==> src/rtl/sw_event_scheduler_pkg.sv <==
// Shared types and constants for the switch event scheduler.
package sw_sched_pkg;

   localparam int NUM_BITS_DEF = 18;

   typedef enum logic [1:0] {
      SETTLE  = 2'd0,
      IDLE    = 2'd1,
      PRESENT = 2'd2
   } state_e;

   function automatic int calc_idx_w(input int n);
      return (n > 1) ? $clog2(n) : 1;
   endfunction

endpackage

==> src/rtl/sw_event_scheduler_rr_pick.sv <==
// Round-robin picker: first set request at or above ptr, wrapping to bit 0.
module rr_pick
   import sw_sched_pkg::*;
#(
   parameter int N  = NUM_BITS_DEF,
   parameter int IW = calc_idx_w(N)
) (
   input  logic [N-1:0]  req,
   input  logic [IW-1:0] ptr,
   output logic          found,
   output logic [IW-1:0] idx
);

   localparam int PW = IW + 1;
   localparam logic [2*N-1:0] DBL_ONE = {{(2*N-1){1'b0}}, 1'b1};

   logic [2*N-1:0] dbl;
   logic [2*N-1:0] below;
   logic [2*N-1:0] masked;
   logic [PW-1:0]  pos;

   // The upper copy of the mask supplies the wrapped-around candidates.
   always_comb begin
      dbl    = {req, req};
      below  = (DBL_ONE << ptr) - DBL_ONE;
      masked = dbl & ~below;
      pos    = '0;
      for (int i = 2*N-1; i >= 0; i--) begin
         if (masked[i]) pos = PW'(i);
      end
      found = |req;
      idx   = (pos >= PW'(N)) ? IW'(pos - PW'(N)) : pos[IW-1:0];
   end

endmodule

==> src/rtl/sw_event_scheduler.sv <==
// Serialises per-switch change pulses into a round-robin event stream.
module sw_event_scheduler
   import sw_sched_pkg::*;
#(
   parameter  int NUM_BITS      = NUM_BITS_DEF,
   parameter  int SETTLE_CYCLES = 2,
   localparam int IDX_W         = calc_idx_w(NUM_BITS)
) (
   input  logic                clk,
   input  logic                rst_n,
   input  logic [NUM_BITS-1:0] SW_edge_det,
   input  logic [NUM_BITS-1:0] SW_level,
   input  logic                event_ready,
   output logic                event_valid,
   output logic [IDX_W-1:0]    event_idx,
   output logic                event_level,
   output logic [NUM_BITS-1:0] pending,
   output logic                overflow
);

   localparam int CW = (SETTLE_CYCLES > 1) ? $clog2(SETTLE_CYCLES) : 1;
   localparam logic [CW-1:0]    SETTLE_LAST = CW'(SETTLE_CYCLES - 1);
   localparam logic [IDX_W-1:0] LAST_IDX    = IDX_W'(NUM_BITS - 1);

   state_e                state_q, state_d;
   logic [CW-1:0]         cnt_q, cnt_d;
   logic [NUM_BITS-1:0]   pending_q, pending_d;
   logic [IDX_W-1:0]      rr_ptr_q, rr_ptr_d;
   logic                  valid_q, valid_d;
   logic [IDX_W-1:0]      idx_q, idx_d;
   logic                  level_q, level_d;
   logic                  ovf_q, ovf_d;

   logic [IDX_W-1:0]      next_ptr, pick_ptr, pick_idx;
   logic                  pick_found, grant, accept;
   logic [NUM_BITS-1:0]   clear_mask;

   assign next_ptr = (idx_q == LAST_IDX) ? '0 : idx_q + IDX_W'(1);
   assign pick_ptr = (state_q == PRESENT) ? next_ptr : rr_ptr_q;

   rr_pick #(.N(NUM_BITS), .IW(IDX_W)) u_pick (
      .req   (pending_q),
      .ptr   (pick_ptr),
      .found (pick_found),
      .idx   (pick_idx)
   );

   // Handshake: an event transfers on a rising edge where event_valid and
   // event_ready are both 1; while valid and not ready, idx/level hold.
   always_comb begin
      state_d    = state_q;
      cnt_d      = cnt_q;
      pending_d  = pending_q;
      rr_ptr_d   = rr_ptr_q;
      valid_d    = valid_q;
      idx_d      = idx_q;
      level_d    = level_q;
      ovf_d      = ovf_q;
      grant      = 1'b0;
      clear_mask = '0;
      accept     = valid_q & event_ready;

      case (state_q)
         SETTLE: begin
            cnt_d = cnt_q + CW'(1);
            if (cnt_q == SETTLE_LAST) begin
               cnt_d   = '0;
               state_d = IDLE;
            end
         end
         IDLE: begin
            if (pick_found) grant = 1'b1;
         end
         PRESENT: begin
            if (accept) begin
               rr_ptr_d = next_ptr;
               if (pick_found) begin
                  grant = 1'b1;
               end else begin
                  valid_d = 1'b0;
                  state_d = IDLE;
               end
            end
         end
         default: state_d = SETTLE;
      endcase

      if (grant) begin
         clear_mask = NUM_BITS'(1) << pick_idx;
         valid_d    = 1'b1;
         idx_d      = pick_idx;
         level_d    = SW_level[pick_idx];
         state_d    = PRESENT;
      end

      // A pulse on the bit being granted this cycle re-arms it rather than overflowing.
      if (state_q != SETTLE) begin
         pending_d = (pending_q & ~clear_mask) | SW_edge_det;
         ovf_d     = ovf_q | (|(SW_edge_det & pending_q & ~clear_mask));
      end
   end

   always_ff @(posedge clk) begin
      if (!rst_n) begin
         state_q   <= SETTLE;
         cnt_q     <= '0;
         pending_q <= '0;
         rr_ptr_q  <= '0;
         valid_q   <= 1'b0;
         idx_q     <= '0;
         level_q   <= 1'b0;
         ovf_q     <= 1'b0;
      end else begin
         state_q   <= state_d;
         cnt_q     <= cnt_d;
         pending_q <= pending_d;
         rr_ptr_q  <= rr_ptr_d;
         valid_q   <= valid_d;
         idx_q     <= idx_d;
         level_q   <= level_d;
         ovf_q     <= ovf_d;
      end
   end

   assign event_valid = valid_q;
   assign event_idx   = idx_q;
   assign event_level = level_q;
   assign pending     = pending_q;
   assign overflow    = ovf_q;

endmodule

==> config.mk <==
export PLATFORM = sky130hd
export DESIGN_NAME = sw_event_scheduler
export DESIGN_NICKNAME = d
export VERILOG_FILES = /design/src/rtl/sw_event_scheduler_pkg.sv /design/src/rtl/sw_event_scheduler_rr_pick.sv /design/src/rtl/sw_event_scheduler.sv
export SDC_FILE = /design/constraint.sdc
export NUM_CORES = 1
export LEC_CHECK = 0
export CORE_MARGIN = 2
export CORE_UTILIZATION = 49
export DETAILED_ROUTE_END_ITERATION = 12
export PLACE_DENSITY = 0.78
export SYNTH_ARGS = -nofsm -noshare
export SYNTH_HDL_FRONTEND = slang
export SYNTH_SLANG_ARGS = --single-unit
==> constraint.sdc <==
create_clock -name clk -period 5 [get_ports clk]
set_input_delay 1 -clock clk [delete_from_list [all_inputs] [get_ports clk]]
set_output_delay 1 -clock clk [all_outputs]
set_load 0.03 [all_outputs]
; ---- Word level (Yosys, flattened, before mapping)
; Index checks and enable logic that the tools add are counted.
[op_classes]
n_addsub = 4
order_cmp = 2
n_eq_ne = 11
shifts = 2
n_mux = 55
n_bitwise = 11
reduce_logical = 11
[op_table]
columns = op, n
row1 = 6-bit two-way mux, 36
row2 = 18-bit AND, 3
row3 = 36-bit AND, 1
row4 = 36-bit inverter, 1
row5 = 18-bit OR reduction, 2
row6 = "1-bit by 5-bit left shift with 36-bit output, first input constant", 1
row7 = "36-bit by 1-bit subtractor with 36-bit output, second input constant", 1
row8 = 18-bit two-way mux, 1
row9 = 18-bit inverter, 1
row10 = 18-bit OR, 1
row11 = "1-bit by 5-bit left shift with 18-bit output, first input constant", 1
row12 = 5-bit two-way mux, 3
row13 = "3-bit != test, second input constant", 3
row14 = 1-bit two-way mux, 8
row15 = 2-bit two-way mux, 4
row16 = "2-bit != test, second input constant", 4
row17 = 4-bit AND reduction, 2
row18 = "6-bit by 5-bit >= comparator with 1-bit output, second input constant", 1
row19 = "5-bit by 6-bit less-than comparator with 1-bit output, second input constant", 1
row20 = 2-bit one-hot mux with 3 select lines, 1
row21 = 2-bit nonzero test, 3
row22 = "5-bit by 1-bit adder with 5-bit output, second input constant", 1
row23 = 1-bit binary-select mux with 5-bit select, 1
row24 = "5-bit equality test, second input constant", 1
row25 = other kinds (13), 14
[totals]
ff_bits = 34
input_bits = 39
output_inout_bits = 26
word_cells = 105

; ---- Depth between registers and ports, before layout
; Gate-level depths: netlist of run 1.
[depth]
depth_word = 51
depth_mapped = 27
depth_no_buf = 26

; ---- Cells and area by module
; From an unflattened synthesis of run 1, not the netlist that was laid out.
[unflattened]
hier_cells = 492
hier_area_um2 = 3544.6
[by_module_without_submodules]
columns = mod, n_inst, cells_each, area_each_um2, seq_area_each_um2
row1 = sw_event_scheduler, 1, 260, 2093.3, 680.7
row2 = rr_pick, 1, 232, 1451.4, 0.0

; ---- Worst setup path after synthesis of run 1
; OpenSTA, ideal clock, no wires.
[synth_timing]
path_type = reg2reg
from = register idx_q[0], in the netlist event_idx[0]
to = register ovf_q, in the netlist overflow
setup_ns = 0.132
t_arrival_ns = 5.406
required_time_ns = 4.868
path_slack_ns = -0.538
path_stages_with_launch = 26
n_path_buf = 2
synth_period_minus_slack_ns = 5.538
path_cell_list = dfxtp_1 > ha_1 > nor4bb_1 > buf_2 > o22ai_2 > nor3_1 > nand2_1 > ha_1 > clkbuf_1 > o21ai_1 > nand4_1 > o2111a_1 > o211ai_1 > a311oi_1 > o311ai_1 > and2_1 > inv_2 > ha_1 > and2_1 > o31a_1 > a21oi_2 > nand3_1 > a2111oi_0 > a21oi_1 > nor4b_2 > a31oi_1
[synth_via]
elab_chain_len = 51
word_cells_on_any_way = 53
classes_between = add/sub: 3 / order compare: 1 / eq/ne: 1 / shift: 2 / mux: 40 / bitwise: 5 / reduce/logical: 1
[synth_rtl]
columns = element, line
row1 = start: declaration, sw_event_scheduler.sv:30  ; logic [IDX_W-1:0] idx_q, idx_d;
row2 = start signal: assignment, sw_event_scheduler.sv:119  ; idx_q <= idx_d;
row3 = 5-bit by 1-bit adder with 5-bit output or 5-bit equality test (tied branches), sw_event_scheduler.sv:38  ; assign next_ptr = (idx_q == LAST_IDX) ? '0 : idx_q + IDX_W'(1);
row4 = 5-bit two-way mux (*), sw_event_scheduler.sv:38
row5 = 5-bit two-way mux (*), sw_event_scheduler.sv:39  ; assign pick_ptr = (state_q == PRESENT) ? next_ptr : rr_ptr_q;
row6 = 1-bit by 5-bit left shift with 36-bit output (*), sw_event_scheduler_rr_pick.sv:25  ; below = (DBL_ONE << ptr) - DBL_ONE;
row7 = 36-bit by 1-bit subtractor with 36-bit output (*), sw_event_scheduler_rr_pick.sv:25
row8 = 36-bit inverter (*), sw_event_scheduler_rr_pick.sv:26  ; masked = dbl & ~below;
row9 = 36-bit AND (*), sw_event_scheduler_rr_pick.sv:26
row10 = 6-bit two-way mux (35 in series), sw_event_scheduler_rr_pick.sv:29  ; if (masked[i]) pos = PW'(i);
row11 = 6-bit two-way mux (*), sw_event_scheduler_rr_pick.sv:29
row12 = 5-bit subtractor or 6-bit by 5-bit >= comparator with 1-bit output (tied branches), sw_event_scheduler_rr_pick.sv:32  ; idx = (pos >= PW'(N)) ? IW'(pos - PW'(N)) : pos[IW-1:0];
row13 = 5-bit two-way mux (*), sw_event_scheduler_rr_pick.sv:32
row14 = 1-bit by 5-bit left shift with 18-bit output (*), sw_event_scheduler.sv:89  ; clear_mask = NUM_BITS'(1) << pick_idx;
row15 = 18-bit two-way mux (*), sw_event_scheduler.sv:88  ; if (grant) begin
row16 = 18-bit inverter (*), sw_event_scheduler.sv:99  ; ovf_d = ovf_q | (|(SW_edge_det & pending_q & ~clear_mask));
row17 = 18-bit AND (*), sw_event_scheduler.sv:99
row18 = 18-bit OR reduction (*), sw_event_scheduler.sv:99
row19 = 1-bit OR (*), sw_event_scheduler.sv:99
row20 = end signal: assignment, sw_event_scheduler.sv:121  ; ovf_q <= ovf_d;
row21 = end: declaration, sw_event_scheduler.sv:32  ; logic ovf_q, ovf_d;
; Mark *: on every way between the ends. The rest lies on a longest branch, timed or not.
; A chain may end at the register's enable or synchronous reset.

; ---- Worst setup path after layout of run 1
[layout_timing]
from = register idx_q[1], in the netlist event_idx[1]
to = register ovf_q, in the netlist overflow
; The elaborated chain is that of the path after synthesis.

==> flow_metrics.env, run 1 <==
export IMPL_ys_async_sr_fraction_pct=0
export IMPL_finalCritPeriodShare_pct=101.0
export IMPL_crit_required_ns=5.17
export IMPL_clock_sinks=34
export IMPL_hold_violations=0
export IMPL_synth_nets=558
export IMPL_synth_top_family_by_area="compound AO/OA/AOI/OAI gates"
export IMPL_max_freq_mhz=198.0
export IMPL_violations="negative setup slack"
export IMPL_status="finished with violations"
export IMPL_dp_hpwl_mm=11.62
export IMPL_hold_depth=2
export IMPL_arrival_ns=5.22
export IMPL_synth_simple_area_share_pct=28.50
export IMPL_reg2regPathDepth=23
export IMPL_syn_avg_cell_area_sq_um=7.341
export IMPL_wirelength_mm=16.62
export IMPL_num_fill_cells=505
export IMPL_initialDrtViolationCount=559
export IMPL_dp_cells=725
export IMPL_synth_edf_count=0
export IMPL_clockBufferDepth=2
export IMPL_syn_instance_count=512
export IMPL_synth_cell_types=89
export IMPL_slew_viol_final=0
export IMPL_via_count=5161
export IMPL_path_clk_slew_ns=0.09
export IMPL_ys_seq_area_share_pct=18.11
export IMPL_synth_ff_type="dfxtp_1"
export IMPL_criticalPathCategory="reg2reg"
export IMPL_ys_ff_latch=34
export IMPL_peakVddDrop_v=0.0004601
export IMPL_slew_headroom_pct=20.57
export IMPL_place_ws_ns=-0.09437
export IMPL_cap_violations=0
export IMPL_path_max_fanout=6
export IMPL_tightest_slew_ns=1.188
export IMPL_cts_buffers=5
export IMPL_power_leakage_uw=0.002123
export IMPL_synth_area_mux_share_pct=4.461
export IMPL_synthAdderAreaFrac_pct=2.330
export IMPL_firstDrtPassIters=6
export IMPL_via_per_inst=6.881
export IMPL_yosysWarnings=0
export IMPL_rsz0062_at_grt="yes"
export IMPL_num_rows=31
export IMPL_cts_root_buf="clkbuf_8"
export IMPL_initial_core_util_pct=51.27
export IMPL_synth_compound_area_share_pct=40.11
export IMPL_layout_nets=696
export IMPL_fin_worst_skew_ns=0.006572
export IMPL_multi_input_area_sq_um=3231
export IMPL_period_minus_slack_ns=5.051
export IMPL_final_core_util_pct=76.72
export IMPL_antennaDiodeCount=0
export IMPL_synth_xor_area_share_pct=1.631
export IMPL_dieHeight_um=91.58
export IMPL_gr_usage_all_layers_pct=36.17
export IMPL_io_pins=65
export IMPL_gp_congestion=1.024
export IMPL_die_w_um=91.58
export IMPL_drc=0
export IMPL_portBuffers=64
export IMPL_grt_pass1_wl_mm=24.45
export IMPL_finalPower_uw=4100
export IMPL_final_cells=750
export IMPL_synth_area_sq_um=3759
export IMPL_clk_latency_ns=0.30
export IMPL_coreArea_sq_um=7331
export IMPL_end_kind="register"
export IMPL_hold_class="reg2reg"
export IMPL_htree_levels=2
export IMPL_die_area_sq_um=8387
export IMPL_r2r_slack_ns=-0.05
export IMPL_wire_per_inst_um=22.16
export IMPL_cts_tree="yes"
export IMPL_setup_ws_ns=-0.05075
export IMPL_ff_latch_area_sq_um=694.4
export IMPL_antenna_found_initial=0
export IMPL_pwr_density_cell_nw_per_um2=729.0
export IMPL_startpoint_type="register"
export IMPL_synthToLayoutAreaGrowth_pct=49.63
export IMPL_setup_violations=1
export IMPL_first_global_vias=4958
export IMPL_antenna_left=0
export IMPL_layout_drive_gt1_share_pct=28.57
export IMPL_grt_max_degree=36
export IMPL_grt_remaining_overflow=0
## state kept, by name (all words and copies together) (netlist names)
signal and count:
overflow 1, event_level 1, event_idx 5, rr_ptr_q 5
cnt_q 1, event_valid 1, state_q 2, pending 18
## worst paths after layout
check,from,to
max,event_idx[1],overflow
min,event_valid,event_valid
max reg2reg,event_idx[1],overflow
min reg2reg,event_valid,event_valid
## layer usage
layer	track usage, %	routed length [um]	vias up
met5	0	0	-
met4	16.92	990	0
met3	5.643	1871	112
met2	61.09	7617	417
met1	44.77	6143	2384
li1	-	-	2248
## cell families after synthesis
logic type,Yosys count
simple gates,202
fa+ha+maj,7
flops,34
mux,16
xor+xnor,7
buf+inv,43
compound gates,203
## metrics by stage
step	hold slack [ns]	setup TNS, ns	instance area (sq um)
after floorplan	0.4752	0	3804
after CTS	0.5410	0	5245
after global placement	0.5078	0	5011
after detailed placement	0.5233	-0.09437	5011
after global routing	0.5801	-0.9061	5624
final	0.5496	-0.05075	5624
## power by group
| part | leakage [uW] | switching [uW] | internal [uW] |
|---|---|---|---|
| logic | 0.00177 | 1800 | 1500 |
| clock network | 0.0000683 | 124 | 200 |
| registers | 0.000280 | 148 | 333 |
## cells in the mapped netlist (5+ instances only)
cell	count	area [sq um]
nor2_1	27	101.4
nor2b_1	7	43.79
buf_2	5	25.02
nand2_1	70	262.8
mux2i_1	10	100.1
nor3_1	11	55.05
nand4_1	9	56.30
o22ai_1	5	31.28
o211a_1	10	100.1
ha_1	7	87.58
a21boi_0	26	195.2
and2_1	12	75.07
a31oi_1	8	50.05
a21oi_1	20	100.1
dfxtp_1	34	680.7
o211ai_1	12	90.09
nor4_1	6	37.54
a311oi_1	5	43.79
o21ai_0	40	200.2
nand2b_1	7	43.79
inv_1	16	60.06
mux2_2	6	67.56
clkbuf_1	15	56.30
nand3_1	18	90.09
a211oi_1	7	52.55
## area by class of cell
class                           count  area share, %
Multi-Input combinational cell    435          57.44
Timing Repair Buffer              155          24.18
Sequential cell                    34          12.35
Tap cell                           99          2.202
Inverter                           19          1.379
Clock buffer                        5          1.224
Clock inverter                      3          1.224
## critical path: stages, from the launching register on
cell and delay (ns):
dfxtp_4 0.39, inv_4 0.04, ha_4 0.25, buf_4 0.16
nor2b_1 0.22, or4b_1 0.54, a21oi_4 0.23, or2_4 0.18
a41oi_1 0.20, a211oi_1 0.31, o311ai_1 0.11, buf_4 0.17
o311ai_2 0.08, and2_4 0.21, inv_2 0.04, ha_2 0.16
and2_1 0.14, o31a_1 0.34, a21oi_2 0.21, nand3_2 0.17
o211ai_1 0.26, a21oi_1 0.13, nor4b_2 0.27, a31oi_1 0.12
## timing repair
item                                    CTS  global route
cloned                                    0             2
resized for setup                        12            58
hold buffers                              0             0
endpoints found under the setup margin    1            18
pin swaps                                 8            27
buffers inserted                          3            13
## layout by cell type, fill, tap and decap left out, drive strengths merged, types with 5 or more instances in the layout
cell,instances
dfxtp,34
a211oi,10
o211ai,13
nor2,28
nor3,13
o21a,5
clkdlybuf4s50,64
nor2b,7
a21boi,27
nand3,18
nand2b,9
mux2i,10
nand2,70
o211a,10
a22oi,5
a21oi,24
a311oi,5
o21ai,45
and2,12
inv,18
nand4,9
clkbuf,6
or2,5
nor4,6
o22ai,6
a31oi,8
ha,7
buf,90
mux2,6
Note: power is estimated with default switching activity, not from simulation.
==> run 2: changes to the inputs <==
CAP_MARGIN = 20   (was not set)
GPL_TIMING_DRIVEN = 0   (was not set)
==> run 2 against run 1 <==
Compared with the run above: the flow still finishes with violations (negative setup slack); combinational power shrank 3%; die area unchanged; cell area down 1.4%; first-iteration DRC count rose by 21%; fmax shrank 0.98%; largest power group unchanged.
==> flow_metrics.env, run 2 (same netlist as run 1, synthesis figures left out) <==
export IMPL_largest_reg_flops=18
export IMPL_combPwrFrac_pct=82.8
export IMPL_critical_path_top_delay_family="compound AO/OA/AOI/OAI gates"
export IMPL_htree_levels=2
export IMPL_setup_tns_final_ns=-0.1352
export IMPL_hold_ws_ns=0.5359
export IMPL_final_cells=734
export IMPL_cts_root_buf="clkbuf_8"
export IMPL_r2r_start="event_idx[0]"
export IMPL_num_fill_cells=499
export IMPL_clk_latency_ns=0.29
export IMPL_grt_remaining_overflow=0
export IMPL_wirelength_mm=16.20
export IMPL_cts_tree="yes"
export IMPL_first_global_vias=4702
export IMPL_dp_cells=675
export IMPL_peakVddDrop_v=0.0004649
export IMPL_crit_buf_inv=3
export IMPL_multi_input_area_sq_um=3388
export IMPL_via_count=5113
export IMPL_final_core_util_pct=75.61
export IMPL_initial_core_util_pct=51.27
export IMPL_firstDrtPassIters=7
export IMPL_finalCritPeriodShare_pct=102.0
export IMPL_coreArea_sq_um=7331
export IMPL_status="finished with violations"
export IMPL_violations="negative setup slack"
export IMPL_dp_hpwl_mm=10.44
export IMPL_cpMaxStageDelayCell="dfxtp_4"
export IMPL_cap_violations=0
export IMPL_initialDrtViolationCount=675
export IMPL_slew_headroom_pct=42.88
export IMPL_criticalPathCategory="reg2reg"
export IMPL_hold_class="reg2reg"
export IMPL_antenna_left=0
export IMPL_max_freq_mhz=196.0
export IMPL_slew_viol_final=0
export IMPL_r2r_slack_ns=-0.10
export IMPL_clock_sinks=34
export IMPL_worstSetupEndpoint="overflow"
export IMPL_grt_pass1_wl_mm=23.52
export IMPL_via_per_inst=6.966
export IMPL_arrival_ns=5.27
export IMPL_reg2regPathDepth=25
export IMPL_crit_required_ns=5.17
export IMPL_die_area_sq_um=8387
export IMPL_synthToLayoutAreaGrowth_pct=47.47
export IMPL_hold_violations=0
export IMPL_die_w_um=91.58
export IMPL_seqPwrFrac_pct=11.8
export IMPL_gr_usage_all_layers_pct=35.01
export IMPL_place_ws_ns=-1.065
export IMPL_portBuffers=64
export IMPL_power_leakage_uw=0.001999
export IMPL_r2r_end="overflow"
export IMPL_layout_common_cells="68 x nand2_1, 64 x clkdlybuf4s50_1, 54 x buf_4"
export IMPL_setup_violations=2
export IMPL_io_pins=65
export IMPL_crit_top_cell="ha_4"
export IMPL_drc=0
export IMPL_wire_per_inst_um=22.07
export IMPL_layout_nets=680
export IMPL_tightest_slew_ns=0.8542
export IMPL_critPathMaxStageDelay_ns=0.40
export IMPL_gp_congestion=0.9775
export IMPL_swShare_pct=53.47
export IMPL_clockBufferDepth=2
export IMPL_fin_worst_skew_ns=0.01609
export IMPL_final_common_cell="nand2_1"
export IMPL_p_int_uw=1806
export IMPL_cp_startpoint="event_idx[0]"
export IMPL_path_clk_slew_ns=0.08
export IMPL_layout_drive_gt1_share_pct=26.14
export IMPL_rsz0062_at_grt="yes"
export IMPL_clkPwrFrac_pct=5.4
export IMPL_antennaDiodeCount=0
export IMPL_p_sw_uw=2076
export IMPL_dieHeight_um=91.58
export IMPL_ff_latch_area_sq_um=691.9
export IMPL_antenna_found_initial=0
export IMPL_setup_ws_ns=-0.1009
export IMPL_cts_buffers=5
export IMPL_path_max_fanout=5
export IMPL_num_rows=31
export IMPL_end_kind="register"
export IMPL_pwr_density_cell_nw_per_um2=700.4
export IMPL_grt_max_degree=11
export IMPL_period_minus_slack_ns=5.101
export IMPL_cp_depth=25
export IMPL_startpoint_type="register"
## run 2: per-layer routing
layer  vias to the layer above  global-route usage (%)  share of wire [%]
met5                         -                       0                  0
met4                         0                   19.07                7.0
met3                       129                   7.469                 13
met2                       472                   56.19                 44
met1                      2288                   43.47                 37
li1                       2224                       -                  -
## run 2: repair_timing
| action | 4_1_cts | 5_1_grt |
|---|---|---|
| hold buffers | 0 | 0 |
| setup buffers | 25 | 25 |
| gates cloned | 1 | 1 |
| gates resized for setup | 61 | 52 |
| setup endpoints to repair | 24 | 20 |
| pin swaps | 24 | 36 |
| hold endpoints to repair | 0 | 0 |
## run 2: power groups by stage
stage	clock network [uW]	registers, uW	logic, uW
floorplan	0	501	1680
global placement	0	448	2350
detailed placement	0	446	2380
CTS	205	440	2800
global route	222	464	3380
finish	209	459	3210
## run 2: worst min-delay path by stage
stage,cells after the start,slack (ns),start,endpoint
final,2,0.54,state_q[0],state_q[0]
after global routing,2,0.56,state_q[0],state_q[0]
after CTS,2,0.53,state_q[0],state_q[0]
after detailed placement,2,0.52,state_q[0],state_q[0]
after global placement,2,0.50,state_q[0],state_q[0]
after floorplan,2,0.48,rr_ptr_q[4],rr_ptr_q[4]
## run 2: tightest hold or removal path: stages, from the launching register on
cell and delay (ns):
dfxtp_2 0.33, inv_2 0.09, a21oi_1 0.08
## run 2: layout make-up
| cell class | instances | area share (%) |
|---|---|---|
| tap | 99 | 2.235 |
| timing repair buffer | 116 | 18.60 |
| sequential | 34 | 12.48 |
| clock buffer | 6 | 1.309 |
| inverter | 19 | 1.603 |
| clock inverter | 2 | 0.1580 |
| buffer | 23 | 2.483 |
| multi-input combinational | 435 | 61.13 |
## run 2: through the flow
stage,area (sq um),power [uW]
6_report,5543,3882
2_1_floorplan,3804,2185
4_1_cts,5140,3448
3_5_place_dp,4568,2826
5_1_grt,5543,4071
3_3_place_gp,4568,2803
==> run 3: changes to the inputs <==
MAX_ROUTING_LAYER = met4   (was not set)
SKIP_CTS_REPAIR_TIMING = 1   (was not set)
==> run 3 against run 2 <==
Compared with the run above: the flow still finishes with violations (negative setup slack); sequential share of layout area increased by 0.28 points; via count decreased by 0.74%; first-iteration DRC count decreased by 19%; clock-buffer cell count unchanged; cell count decreased by 1.1%; die area unchanged; routed wire length decreased by 3.6%; largest power group unchanged.
==> flow_metrics.env, run 3 (same netlist as run 1, synthesis figures left out) <==
export IMPL_gp_congestion=1.006
export IMPL_seqPwrFrac_pct=12.1
export IMPL_max_freq_mhz=188.3
export IMPL_path_clk_slew_ns=0.08
export IMPL_cp_startpoint="state_q[0]"
export IMPL_slew_viol_final=0
export IMPL_min_to="state_q[0]"
export IMPL_r2r_end="overflow"
export IMPL_power_leakage_uw=0.001943
export IMPL_antennaDiodeCount=0
export IMPL_pwr_density_cell_nw_per_um2=696.6
export IMPL_cts_root_buf="clkbuf_8"
export IMPL_fin_worst_skew_ns=0.009204
export IMPL_hold_class="reg2reg"
export IMPL_p_int_uw=1731
export IMPL_via_count=5075
export IMPL_via_per_inst=6.990
export IMPL_period_minus_slack_ns=5.310
export IMPL_antenna_found_initial=0
export IMPL_portBuffers=64
export IMPL_criticalPathCategory="reg2reg"
export IMPL_holdCritStartpoint="state_q[0]"
export IMPL_first_global_vias=4374
export IMPL_hold_depth=2
export IMPL_wire_per_inst_um=21.52
export IMPL_cts_buffers=5
export IMPL_hold_ws_ns=0.5141
export IMPL_gr_usage_all_layers_pct=33.37
export IMPL_wirelength_mm=15.63
export IMPL_r2r_slack_ns=-0.31
export IMPL_cap_violations=0
export IMPL_final_common_cell="nand2_1"
export IMPL_antenna_left=0
export IMPL_layout_common_cells="68 x nand2_1, 64 x clkdlybuf4s50_1, 46 x buf_4"
export IMPL_grt_max_degree=11
export IMPL_num_rows=31
export IMPL_coreArea_sq_um=7331
export IMPL_slew_headroom_pct=49.47
export IMPL_clkPwrFrac_pct=5.6
export IMPL_r2r_start="state_q[0]"
export IMPL_largest_reg_flops=18
export IMPL_reg2regPathDepth=25
export IMPL_startpoint_type="register"
export IMPL_die_w_um=91.58
export IMPL_layout_drive_gt1_share_pct=24.72
export IMPL_initialDrtViolationCount=546
export IMPL_hold_violations=0
export IMPL_firstDrtPassIters=7
export IMPL_final_core_util_pct=73.94
export IMPL_setup_violations=12
export IMPL_clock_sinks=34
export IMPL_cts_tree="yes"
export IMPL_arrival_ns=5.48
export IMPL_crit_required_ns=5.17
export IMPL_swShare_pct=54.14
export IMPL_io_pins=65
export IMPL_drc=0
export IMPL_finalPower_uw=3776
export IMPL_end_kind="register"
export IMPL_htree_levels=2
export IMPL_setup_ws_ns=-0.3096
export IMPL_layout_nets=672
export IMPL_finalCritPeriodShare_pct=106.2
export IMPL_p_sw_uw=2044
export IMPL_dp_hpwl_mm=10.56
export IMPL_combPwrFrac_pct=82.3
export IMPL_initial_core_util_pct=51.27
export IMPL_violations="negative setup slack"
export IMPL_grt_remaining_overflow=0
export IMPL_tightest_slew_ns=0.7556
export IMPL_clockBufferDepth=2
export IMPL_path_max_fanout=10
export IMPL_die_area_sq_um=8387
export IMPL_peakVddDrop_v=0.0005863
export IMPL_status="finished with violations"
export IMPL_rsz0062_at_grt="yes"
export IMPL_dieHeight_um=91.58
export IMPL_grt_pass1_wl_mm=21.82
export IMPL_synthToLayoutAreaGrowth_pct=44.21
export IMPL_clk_latency_ns=0.29
run 3: area by class of cell:
| cell class | instances | area (sq um) |
|---|---|---|
| timing repair buffer | 108 | 974.7 |
| inverter | 19 | 83.83 |
| fill | 542 | 1911 |
| clock inverter | 2 | 8.758 |
| multi-input combinational | 435 | 3326 |
| tap | 99 | 123.9 |
| clock buffer | 6 | 72.57 |
| buffer | 23 | 138.9 |
| sequential | 34 | 691.9 |
run 3: worst max-delay path, cell delays in order (launching register included):
cell and delay [ns]:
dfxtp_2 0.34, inv_2 0.05, ha_4 0.16, buf_6 0.12, buf_4 0.14, nand2b_1 0.17, o22ai_4 0.17, nor3_4 0.25
nand2_2 0.11, ha_4 0.19, buf_8 0.14, nor4_1 0.46, nor3_1 0.22, o311ai_2 0.43, o311ai_2 0.21, and2_4 0.23
inv_6 0.07, ha_2 0.17, nor2_1 0.05, o31a_1 0.37, a21oi_4 0.26, nand3_4 0.18, a211oi_1 0.27, a21o_1 0.11
nor4b_2 0.19, a31oi_1 0.11
run 3: worst max-delay path by stage:
stage	to	depth (start not counted)
3_3_place_gp	overflow	27
4_1_cts	overflow	27
6_report	overflow	25
5_1_grt	overflow	23
2_1_floorplan	overflow	27
3_5_place_dp	overflow	27
run 3: power by group through the flow:
stage | logic, uW | clock network (uW) | registers, uW
after CTS | 2400 | 207 | 442
final | 3110 | 211 | 458
after detailed placement | 2390 | 0 | 447
after floorplan | 1680 | 0 | 501
after global routing | 3280 | 217 | 461
after global placement | 2350 | 0 | 447
run 3: per-stage QoR:
stage | setup WS (ns) | cells | setup TNS, ns | area [sq um]
6_report | -0.3096 | 726 | -0.9148 | 5420
5_1_grt | -0.4199 | 726 | -2.641 | 5420
4_1_cts | -1.181 | 683 | -16.25 | 4649
3_5_place_dp | -1.129 | 675 | -15.29 | 4568
3_3_place_gp | -1.040 | 675 | -13.36 | 4568
2_1_floorplan | 0.008703 | 512 | 0 | 3804
run 3: routing by layer:
| layer | GRT usage [%] | vias up | routed length [um] |
|---|---|---|---|
| met5 | - | - | 0 |
| met4 | 14.39 | 0 | 865 |
| met3 | 4.315 | 122 | 1864 |
| met2 | 53.55 | 455 | 7066 |
| met1 | 42.03 | 2297 | 5829 |
| li1 | - | 2201 | - |
